`config.mk`:
```
export PLATFORM = sky130hd
export DESIGN_NAME = id_decode_stage
export DESIGN_NICKNAME = d
export VERILOG_FILES = /design/src/rtl/decode_pkg.sv /design/src/rtl/id_regfile.sv /design/src/rtl/id_decode_stage.sv
export SDC_FILE = /design/constraint.sdc
export NUM_CORES = 2
export LEC_CHECK = 0
export BUFFER_PORTS_ARGS = -buffer_cell sky130_fd_sc_hd__buf_2
export CORE_MARGIN = 2
export CORE_UTILIZATION = 46
export DETAILED_ROUTE_END_ITERATION = 8
export GPL_TIMING_DRIVEN = 0
export SLEW_MARGIN = 20
export SYNTH_ARGS = -nofsm -noshare
export SYNTH_HDL_FRONTEND = slang
export SYNTH_SLANG_ARGS = --single-unit
```
`constraint.sdc`:
```
create_clock -name clk -period 13.9 [get_ports clk]
set_clock_uncertainty 0.05 [all_clocks]
set_input_delay 2.78 -clock clk [delete_from_list [all_inputs] [get_ports clk]]
set_output_delay 2.78 -clock clk [all_outputs]
set_load 0.02 [all_outputs]
```
`src/rtl/decode_pkg.sv`:
```
// Shared types and constants for the ID decode stage: op classes, opcodes,
// immediate formats, the EX pipeline-register state and the immediate builder.
package decode_pkg;

   typedef enum logic [3:0] {
      OPC_NOP     = 4'd0,
      OPC_OP      = 4'd1,
      OPC_OP_IMM  = 4'd2,
      OPC_LOAD    = 4'd3,
      OPC_STORE   = 4'd4,
      OPC_BRANCH  = 4'd5,
      OPC_JAL     = 4'd6,
      OPC_JALR    = 4'd7,
      OPC_LUI     = 4'd8,
      OPC_AUIPC   = 4'd9,
      OPC_FENCE   = 4'd10,
      OPC_SYSTEM  = 4'd11,
      OPC_ILLEGAL = 4'd12
   } opclass_e;

   localparam logic [6:0] OPCODE_LOAD     = 7'b0000011;
   localparam logic [6:0] OPCODE_MISC_MEM = 7'b0001111;
   localparam logic [6:0] OPCODE_OP_IMM   = 7'b0010011;
   localparam logic [6:0] OPCODE_AUIPC    = 7'b0010111;
   localparam logic [6:0] OPCODE_STORE    = 7'b0100011;
   localparam logic [6:0] OPCODE_OP       = 7'b0110011;
   localparam logic [6:0] OPCODE_LUI      = 7'b0110111;
   localparam logic [6:0] OPCODE_BRANCH   = 7'b1100011;
   localparam logic [6:0] OPCODE_JALR     = 7'b1100111;
   localparam logic [6:0] OPCODE_JAL      = 7'b1101111;
   localparam logic [6:0] OPCODE_SYSTEM   = 7'b1110011;

   // funct7 values legal on OP and on the OP_IMM shifts
   localparam logic [6:0] FUNCT7_BASE = 7'b0000000;
   localparam logic [6:0] FUNCT7_ALT  = 7'b0100000;

   typedef enum logic [2:0] {
      FMT_R = 3'd0,
      FMT_I = 3'd1,
      FMT_S = 3'd2,
      FMT_B = 3'd3,
      FMT_U = 3'd4,
      FMT_J = 3'd5
   } imm_fmt_e;

   // Control part of the EX pipeline register; XLEN-wide fields live beside it
   typedef struct packed {
      logic       valid;
      opclass_e   opclass;
      logic [4:0] rd;
      logic [4:0] rs1;
      logic [4:0] rs2;
      logic [2:0] func3;
      logic [6:0] func7;
      logic       illegal;
   } ex_state_t;

   localparam ex_state_t EX_STATE_RESET = '{
      valid:   1'b0,
      opclass: OPC_NOP,
      rd:      5'd0,
      rs1:     5'd0,
      rs2:     5'd0,
      func3:   3'd0,
      func7:   7'd0,
      illegal: 1'b0
   };

   // 32-bit sign-extended immediate for a given format; R-format has none
   function automatic logic [31:0] gen_imm(input logic [31:0] instr, input imm_fmt_e fmt);
      logic [31:0] imm;
      case (fmt)
         FMT_I:   imm = {{20{instr[31]}}, instr[31:20]};
         FMT_S:   imm = {{20{instr[31]}}, instr[31:25], instr[11:7]};
         FMT_B:   imm = {{19{instr[31]}}, instr[31], instr[7], instr[30:25], instr[11:8], 1'b0};
         FMT_U:   imm = {instr[31:12], 12'b0};
         FMT_J:   imm = {{11{instr[31]}}, instr[31], instr[19:12], instr[20], instr[30:21], 1'b0};
         default: imm = 32'd0;
      endcase
      return imm;
   endfunction

endpackage

```
`src/rtl/id_regfile.sv`:
```
// Architectural register file: two combinational read ports, one write port.
// x0 reads zero and ignores writes; indices >= NUM_REGS read zero and are not
// written. With BYPASS_WB a same-cycle write is forwarded to a matching read.
module id_regfile #(
   parameter int XLEN      = 32,
   parameter int NUM_REGS  = 32,
   parameter bit BYPASS_WB = 1'b1
) (
   input  logic            clk,
   input  logic            reset,
   input  logic [4:0]      rs1_addr,
   input  logic [4:0]      rs2_addr,
   output logic [XLEN-1:0] rs1_data,
   output logic [XLEN-1:0] rs2_data,
   input  logic            we,
   input  logic [4:0]      waddr,
   input  logic [XLEN-1:0] wdata
);

   localparam int IDXW = $clog2(NUM_REGS);

   logic [XLEN-1:0] regs [NUM_REGS];

   // Write at the clock edge; reset clears every register
   always_ff @(posedge clk) begin
      if (reset) begin
         for (int i = 0; i < NUM_REGS; i++) begin
            regs[i] <= '0;
         end
      end else if (we && (waddr != 5'd0) && (int'(waddr) < NUM_REGS)) begin
         regs[waddr[IDXW-1:0]] <= wdata;
      end
   end

   // Read port 1 with optional write-back forwarding
   always_comb begin
      rs1_data = '0;
      if ((rs1_addr != 5'd0) && (int'(rs1_addr) < NUM_REGS)) begin
         rs1_data = regs[rs1_addr[IDXW-1:0]];
         if (BYPASS_WB && we && (waddr == rs1_addr)) begin
            rs1_data = wdata;
         end
      end
   end

   // Read port 2 with optional write-back forwarding
   always_comb begin
      rs2_data = '0;
      if ((rs2_addr != 5'd0) && (int'(rs2_addr) < NUM_REGS)) begin
         rs2_data = regs[rs2_addr[IDXW-1:0]];
         if (BYPASS_WB && we && (waddr == rs2_addr)) begin
            rs2_data = wdata;
         end
      end
   end

endmodule

```
`src/rtl/id_decode_stage.sv`:
```
// ID stage: decodes RV32I/RV32E instructions, builds immediates, reads the
// register file, detects load-use hazards and registers into the EX register.
// Optional feature macro ILLEGAL_TRAP_EN: when defined, illegal instructions
// travel down the pipe as OPC_ILLEGAL with the raw word in ex_imm; otherwise
// they are accepted and dropped (a bubble takes their place).
//
// Handshake: a transfer happens on an edge where valid && ready are both high.
// id_ready never depends on id_valid. ex_valid and all ex_* stay stable until
// ex_ready is seen high. flush kills the EX register and refuses the incoming
// instruction in the same cycle; reset overrides everything.
module id_decode_stage
   import decode_pkg::*;
#(
   parameter int XLEN      = 32,
   parameter int NUM_REGS  = 32,
   parameter bit BYPASS_WB = 1'b1
) (
   input  logic            clk,
   input  logic            reset,
   input  logic            flush,
   input  logic            id_valid,
   output logic            id_ready,
   input  logic [XLEN-1:0] id_pc,
   input  logic [31:0]     id_instr,
   output logic            ex_valid,
   input  logic            ex_ready,
   output logic [XLEN-1:0] ex_pc,
   output logic [3:0]      ex_opclass,
   output logic [4:0]      ex_rd,
   output logic [4:0]      ex_rs1,
   output logic [4:0]      ex_rs2,
   output logic [XLEN-1:0] ex_rs1_val,
   output logic [XLEN-1:0] ex_rs2_val,
   output logic [XLEN-1:0] ex_imm,
   output logic [2:0]      ex_func3,
   output logic [6:0]      ex_func7,
   output logic            ex_illegal,
   input  logic            wb_we,
   input  logic [4:0]      wb_rd,
   input  logic [XLEN-1:0] wb_data
);

`ifdef ILLEGAL_TRAP_EN
   localparam bit TRAP_EN = 1'b1;
`else
   localparam bit TRAP_EN = 1'b0;
`endif

   // ---------------------------------------------------------------- decode
   logic [6:0] opcode;
   logic [2:0] f3;
   logic [6:0] f7;
   assign opcode = id_instr[6:0];
   assign f3     = id_instr[14:12];
   assign f7     = id_instr[31:25];

   imm_fmt_e fmt;
   opclass_e opc;
   logic     known;
   logic     bad_fn;

   // Opcode to format/op class, plus funct legality for OP and OP_IMM shifts
   always_comb begin
      fmt    = FMT_I;
      opc    = OPC_NOP;
      known  = 1'b1;
      bad_fn = 1'b0;
      case (opcode)
         OPCODE_OP: begin
            fmt    = FMT_R;
            opc    = OPC_OP;
            bad_fn = !((f7 == FUNCT7_BASE) ||
                       ((f7 == FUNCT7_ALT) && ((f3 == 3'b000) || (f3 == 3'b101))));
         end
         OPCODE_OP_IMM: begin
            fmt = FMT_I;
            opc = OPC_OP_IMM;
            if (f3 == 3'b001) begin
               bad_fn = (f7 != FUNCT7_BASE);
            end else if (f3 == 3'b101) begin
               bad_fn = (f7 != FUNCT7_BASE) && (f7 != FUNCT7_ALT);
            end
         end
         OPCODE_LOAD:     begin fmt = FMT_I; opc = OPC_LOAD;   end
         OPCODE_STORE:    begin fmt = FMT_S; opc = OPC_STORE;  end
         OPCODE_BRANCH:   begin fmt = FMT_B; opc = OPC_BRANCH; end
         OPCODE_JAL:      begin fmt = FMT_J; opc = OPC_JAL;    end
         OPCODE_JALR:     begin fmt = FMT_I; opc = OPC_JALR;   end
         OPCODE_LUI:      begin fmt = FMT_U; opc = OPC_LUI;    end
         OPCODE_AUIPC:    begin fmt = FMT_U; opc = OPC_AUIPC;  end
         OPCODE_MISC_MEM: begin fmt = FMT_I; opc = OPC_FENCE;  end
         OPCODE_SYSTEM:   begin fmt = FMT_I; opc = OPC_SYSTEM; end
         default:         known = 1'b0;
      endcase
   end

   logic       use_rd, use_rs1, use_rs2;
   logic [4:0] rd_pre, rs1_pre, rs2_pre;
   logic       bad_idx;
   logic       illegal;
   logic [4:0] dec_rd, dec_rs1, dec_rs2;

   // Register fields a format does not use are zeroed; illegal words use none
   always_comb begin
      use_rd  = (fmt == FMT_R) || (fmt == FMT_I) || (fmt == FMT_U) || (fmt == FMT_J);
      use_rs1 = (fmt == FMT_R) || (fmt == FMT_I) || (fmt == FMT_S) || (fmt == FMT_B);
      use_rs2 = (fmt == FMT_R) || (fmt == FMT_S) || (fmt == FMT_B);
      rd_pre  = use_rd  ? id_instr[11:7]  : 5'd0;
      rs1_pre = use_rs1 ? id_instr[19:15] : 5'd0;
      rs2_pre = use_rs2 ? id_instr[24:20] : 5'd0;
      bad_idx = (int'(rd_pre) >= NUM_REGS) || (int'(rs1_pre) >= NUM_REGS) ||
                (int'(rs2_pre) >= NUM_REGS);
      illegal = !known || bad_fn || bad_idx || (id_instr[1:0] != 2'b11) ||
                (id_instr == 32'h0000_0000) || (id_instr == 32'hFFFF_FFFF);
      dec_rd  = illegal ? 5'd0 : rd_pre;
      dec_rs1 = illegal ? 5'd0 : rs1_pre;
      dec_rs2 = illegal ? 5'd0 : rs2_pre;
   end

   logic [XLEN-1:0] rf_rs1, rf_rs2;

   id_regfile #(
      .XLEN      (XLEN),
      .NUM_REGS  (NUM_REGS),
      .BYPASS_WB (BYPASS_WB)
   ) u_regfile (
      .clk      (clk),
      .reset    (reset),
      .rs1_addr (dec_rs1),
      .rs2_addr (dec_rs2),
      .rs1_data (rf_rs1),
      .rs2_data (rf_rs2),
      .we       (wb_we),
      .waddr    (wb_rd),
      .wdata    (wb_data)
   );

   ex_state_t       dec_state;
   logic [XLEN-1:0] dec_imm;

   // Assemble the value the EX register loads on accept
   always_comb begin
      dec_state       = EX_STATE_RESET;
      dec_state.valid = 1'b1;
      dec_imm         = XLEN'($signed(gen_imm(id_instr, fmt)));
      if (illegal) begin
         dec_state.opclass = OPC_ILLEGAL;
         dec_state.illegal = TRAP_EN;
         dec_imm           = XLEN'(id_instr);
      end else begin
         dec_state.opclass = opc;
         dec_state.rd      = dec_rd;
         dec_state.rs1     = dec_rs1;
         dec_state.rs2     = dec_rs2;
         dec_state.func3   = ((fmt == FMT_U) || (fmt == FMT_J)) ? 3'd0 : f3;
         dec_state.func7   = (fmt == FMT_R) ? f7 : 7'd0;
      end
   end

   // ------------------------------------------------------------- handshake
   ex_state_t       ex_q;
   logic [XLEN-1:0] ex_pc_q, ex_rs1_val_q, ex_rs2_val_q, ex_imm_q;

   logic advance, hazard, accept, load_ok;

   assign advance = !ex_q.valid || ex_ready;
   assign hazard  = ex_q.valid && (ex_q.opclass == OPC_LOAD) && (ex_q.rd != 5'd0) &&
                    ((dec_rs1 == ex_q.rd) || (dec_rs2 == ex_q.rd));
   assign id_ready = !reset && !flush && advance && !hazard;
   assign accept   = id_valid && id_ready;
   assign load_ok  = TRAP_EN || !illegal;

   // EX pipeline register: reset > flush > advance (load or bubble) > hold
   always_ff @(posedge clk) begin
      if (reset) begin
         ex_q         <= EX_STATE_RESET;
         ex_pc_q      <= '0;
         ex_rs1_val_q <= '0;
         ex_rs2_val_q <= '0;
         ex_imm_q     <= '0;
      end else if (flush) begin
         ex_q.valid <= 1'b0;
      end else if (advance) begin
         if (accept && load_ok) begin
            ex_q         <= dec_state;
            ex_pc_q      <= id_pc;
            ex_rs1_val_q <= rf_rs1;
            ex_rs2_val_q <= rf_rs2;
            ex_imm_q     <= dec_imm;
         end else begin
            ex_q.valid <= 1'b0;
         end
      end
   end

   assign ex_valid   = ex_q.valid;
   assign ex_pc      = ex_pc_q;
   assign ex_opclass = ex_q.opclass;
   assign ex_rd      = ex_q.rd;
   assign ex_rs1     = ex_q.rs1;
   assign ex_rs2     = ex_q.rs2;
   assign ex_rs1_val = ex_rs1_val_q;
   assign ex_rs2_val = ex_rs2_val_q;
   assign ex_imm     = ex_imm_q;
   assign ex_func3   = ex_q.func3;
   assign ex_func7   = ex_q.func7;
   assign ex_illegal = ex_q.illegal;

endmodule
```
==> metrics.csv <==
metric,value,unit
synth_area_leaders,"edfxtp_1, and2_1, nand2_1",
max_slew_margin,2.95,%
fillers,12060,
initial_utilization,46.3,%
cts_setup_buffers,0,
timing.rr.start,ex_rd[2]$_SDFFE_PP0P_,
area_growth,13.2,%
grt_pass1_wl,403000,µm
vias,54676,
clk_latency,810,ps
avgRoutedWirePerCell,36.5,µm
place_worst_setup_slack,4490,ps
dieArea,0.137,mm²
synth-edff-count,1024,
ys_seq_area_share,54.9,%
rsz0062_at_grt,no,
grt.met2_usage,61.8,%
layout-drive-gt1-share,11.2,%
cts_made_buffers,136,
htreeDepth,4,
synth_top_area_share,49.7,%
finalCritPeriodShare,69.1,%
hpwl,223000,µm
die_h,371,µm
cp-startpoint,id_instr[4],
timing.rr.end,ex_rs1_val[19]$_SDFFE_PP0P_,
cts_buffer_depth,3,
postSynthCellCount,5966,
min_path_cells,2,
hold_path_class,register to register,
cts_tree,yes,
grtUsageMet3,12.7,%
grt.total_usage,43.0,%
r2r_slack,8740,ps
root_buffer,clkbuf_16,
p_switching,2.13,mW
hold_end,ex_pc[3]$_SDFFE_PP0P_,
cts_resized,0,
layout.nets,6505,
cts_hold_buf,0,
vias_per_cell,6.61,
final_hold_viol_count,0,
finalSetupViolations,0,
reg2reg_depth,9,
ys_types,86,
top_usage_layer,met2,
status,"complete, no violations",
antenna_found_initial,20,
io-pin-count,267,
crit_type,primary input to primary output,
p_seq_share,49.1,%
powerDensity,120,mW/mm²
wl,302000,µm
grtUsageMet1,55.2,%
crit_arrival,6770,ps
tightest_slew,1450,ps
maxSlewViolCount,0,
core,0.133,mm²
vdd_drop_max,0.127,mV
dieWidth,371,µm
swShare,25.4,%
tns,0,ps
p_int,6.26,mW
cp_max_fo,10,
layout_common_cells,"nand2_1, edfxtp_1, and2_1",
synth_top_cell_by_area,edfxtp_1,
final_common_cell,nand2_1,
period_minus_slack,9600,ps
postRouteAntennaNets,0,
min_from,ex_pc[3]$_SDFFE_PP0P_,
grt_pass1_vias,50023,
clock_sinks,1182,
first_pass_iters,9,
io_buffers,255,
drt_iter0_markers,9838,
p_leak,24.8,nW
fmax,104,MHz
synth_area_per_cell,10.4,µm²
drc,0,
clkPwrFrac,43.3,%
grt_overflow,0,
fin_util,52.4,%
pwr-share-comb,7.6,%
placementRows,134,
synth_area,0.0618,mm²
synthArstFlopShare,0,%
startpoint_type,primary input,
grt_max_degree,33,
ys_warn_count,0,
fin_ws,4300,ps
cap_violations,0,
cp.required,11070,ps
gp_congestion,1.06,
synthFlopType,edfxtp_1,
ys_ff_latch,1182,
cp-end-kind,primary output,
clkTransAtPathRegs,60,ps
area by class of cell:
cell class              count  area [µm²]  share of cell area (%)
plain buffers             553        2260                    3.23
repair buffers            260        1350                    1.93
well taps                1768        2210                    3.16
clock inverters            60         553                   0.791
inverters                   9        33.8                  0.0483
diodes                      5        12.5                  0.0179
multi-input cells        4254       25800                    36.9
flip-flops and latches   1182       33900                    48.5
clock buffers             185        3770                    5.39
cells in the mapped netlist (all sizes together), types with 7 or more instances:
| master | instances |
|---|---|
| o31ai | 58 |
| o221ai | 25 |
| a21oi | 306 |
| or2 | 33 |
| nor3 | 70 |
| and2 | 997 |
| a22oi | 70 |
| xnor2 | 12 |
| mux4 | 103 |
| and3 | 13 |
| clkbuf | 446 |
| nand4 | 13 |
| o22ai | 87 |
| inv | 9 |
| a41oi | 29 |
| a31oi | 10 |
| a221oi | 67 |
| a211oi | 26 |
| mux2i | 264 |
| nor4 | 40 |
| o211ai | 53 |
| edfxtp | 1024 |
| nand2 | 1047 |
| nor2 | 332 |
| dfxtp | 158 |
| a32oi | 35 |
| buf | 107 |
| nand3 | 343 |
| o21ai | 82 |
| or4 | 7 |
| nor2b | 7 |
state kept, by name, indices dropped and copies added, names as in the netlist:
| name | count |
|---|---|
| ex_func3 | 3 |
| ex_func7 | 7 |
| ex_imm | 32 |
| ex_opclass | 4 |
| ex_pc | 32 |
| ex_rd | 5 |
| ex_rs1 | 5 |
| ex_rs1_val | 32 |
| ex_rs2 | 5 |
| ex_rs2_val | 32 |
| ex_valid | 1 |
| u_regfile.regs | 1024 |
stage by stage:
step                power, mW  area [µm²]  hold slack, ps  instances
floorplan                4.48       61900             479       5998
global placement         4.78       65400             385       8021
detailed placement       4.80       65600             390       8026
CTS                      8.32       69900             398       8271
global route             8.52       69900             415       8274
finish                   8.39       69900             398       8276
per-layer routing:
metal  share of wire, %  up-vias
met3                 14      998
met4                8.7       18
li1                   -    22199
met5              0.036        -
met1                 36    26914
met2                 41     4547
how the worst max path moves through the flow:
stage | endpoint | depth (start not counted)
floorplan | id_ready | 15
global placement | ex_rs1_val[19]$_SDFFE_PP0P_ | 14
detailed placement | id_ready | 15
CTS | id_ready | 15
global route | id_ready | 15
finish | id_ready | 15
cell families after synthesis:
kind of cell | after synthesis | share of synthesized area, %
AND/OR/NAND/NOR | 2936 | 23.5
flip-flops | 1182 | 54.9
AO/OA/AOI/OAI | 894 | 9.58
buffers and inverters | 562 | 3.63
multiplexers | 372 | 8.12
XOR/XNOR | 17 | 0.241
adder cells (fa/ha/maj) | 2 | 0.0405
other | 1 | 0.00607
worst max-delay path, cell delays in order:
cell and delay (ps):
buf_2 160, and4b_1 320, o21ba_2 270, inv_2 130, clkbuf_1 280, ha_1 290
inv_1 80, a31o_2 160, nand3_1 130, nor4_4 950, xnor2_1 260, nand4_1 220
or3_1 390, and3_1 200, buf_2 160
power groups by stage:
| stage | logic, mW | registers, mW | clock network [mW] |
|---|---|---|---|
| after floorplan | 0.329 | 4.16 | 0 |
| after global placement | 0.599 | 4.18 | 0 |
| after detailed placement | 0.607 | 4.19 | 0 |
| after CTS | 0.609 | 4.12 | 3.60 |
| after global routing | 0.649 | 4.14 | 3.74 |
| final | 0.635 | 4.12 | 3.64 |
Power figures use the tool's default switching activity.
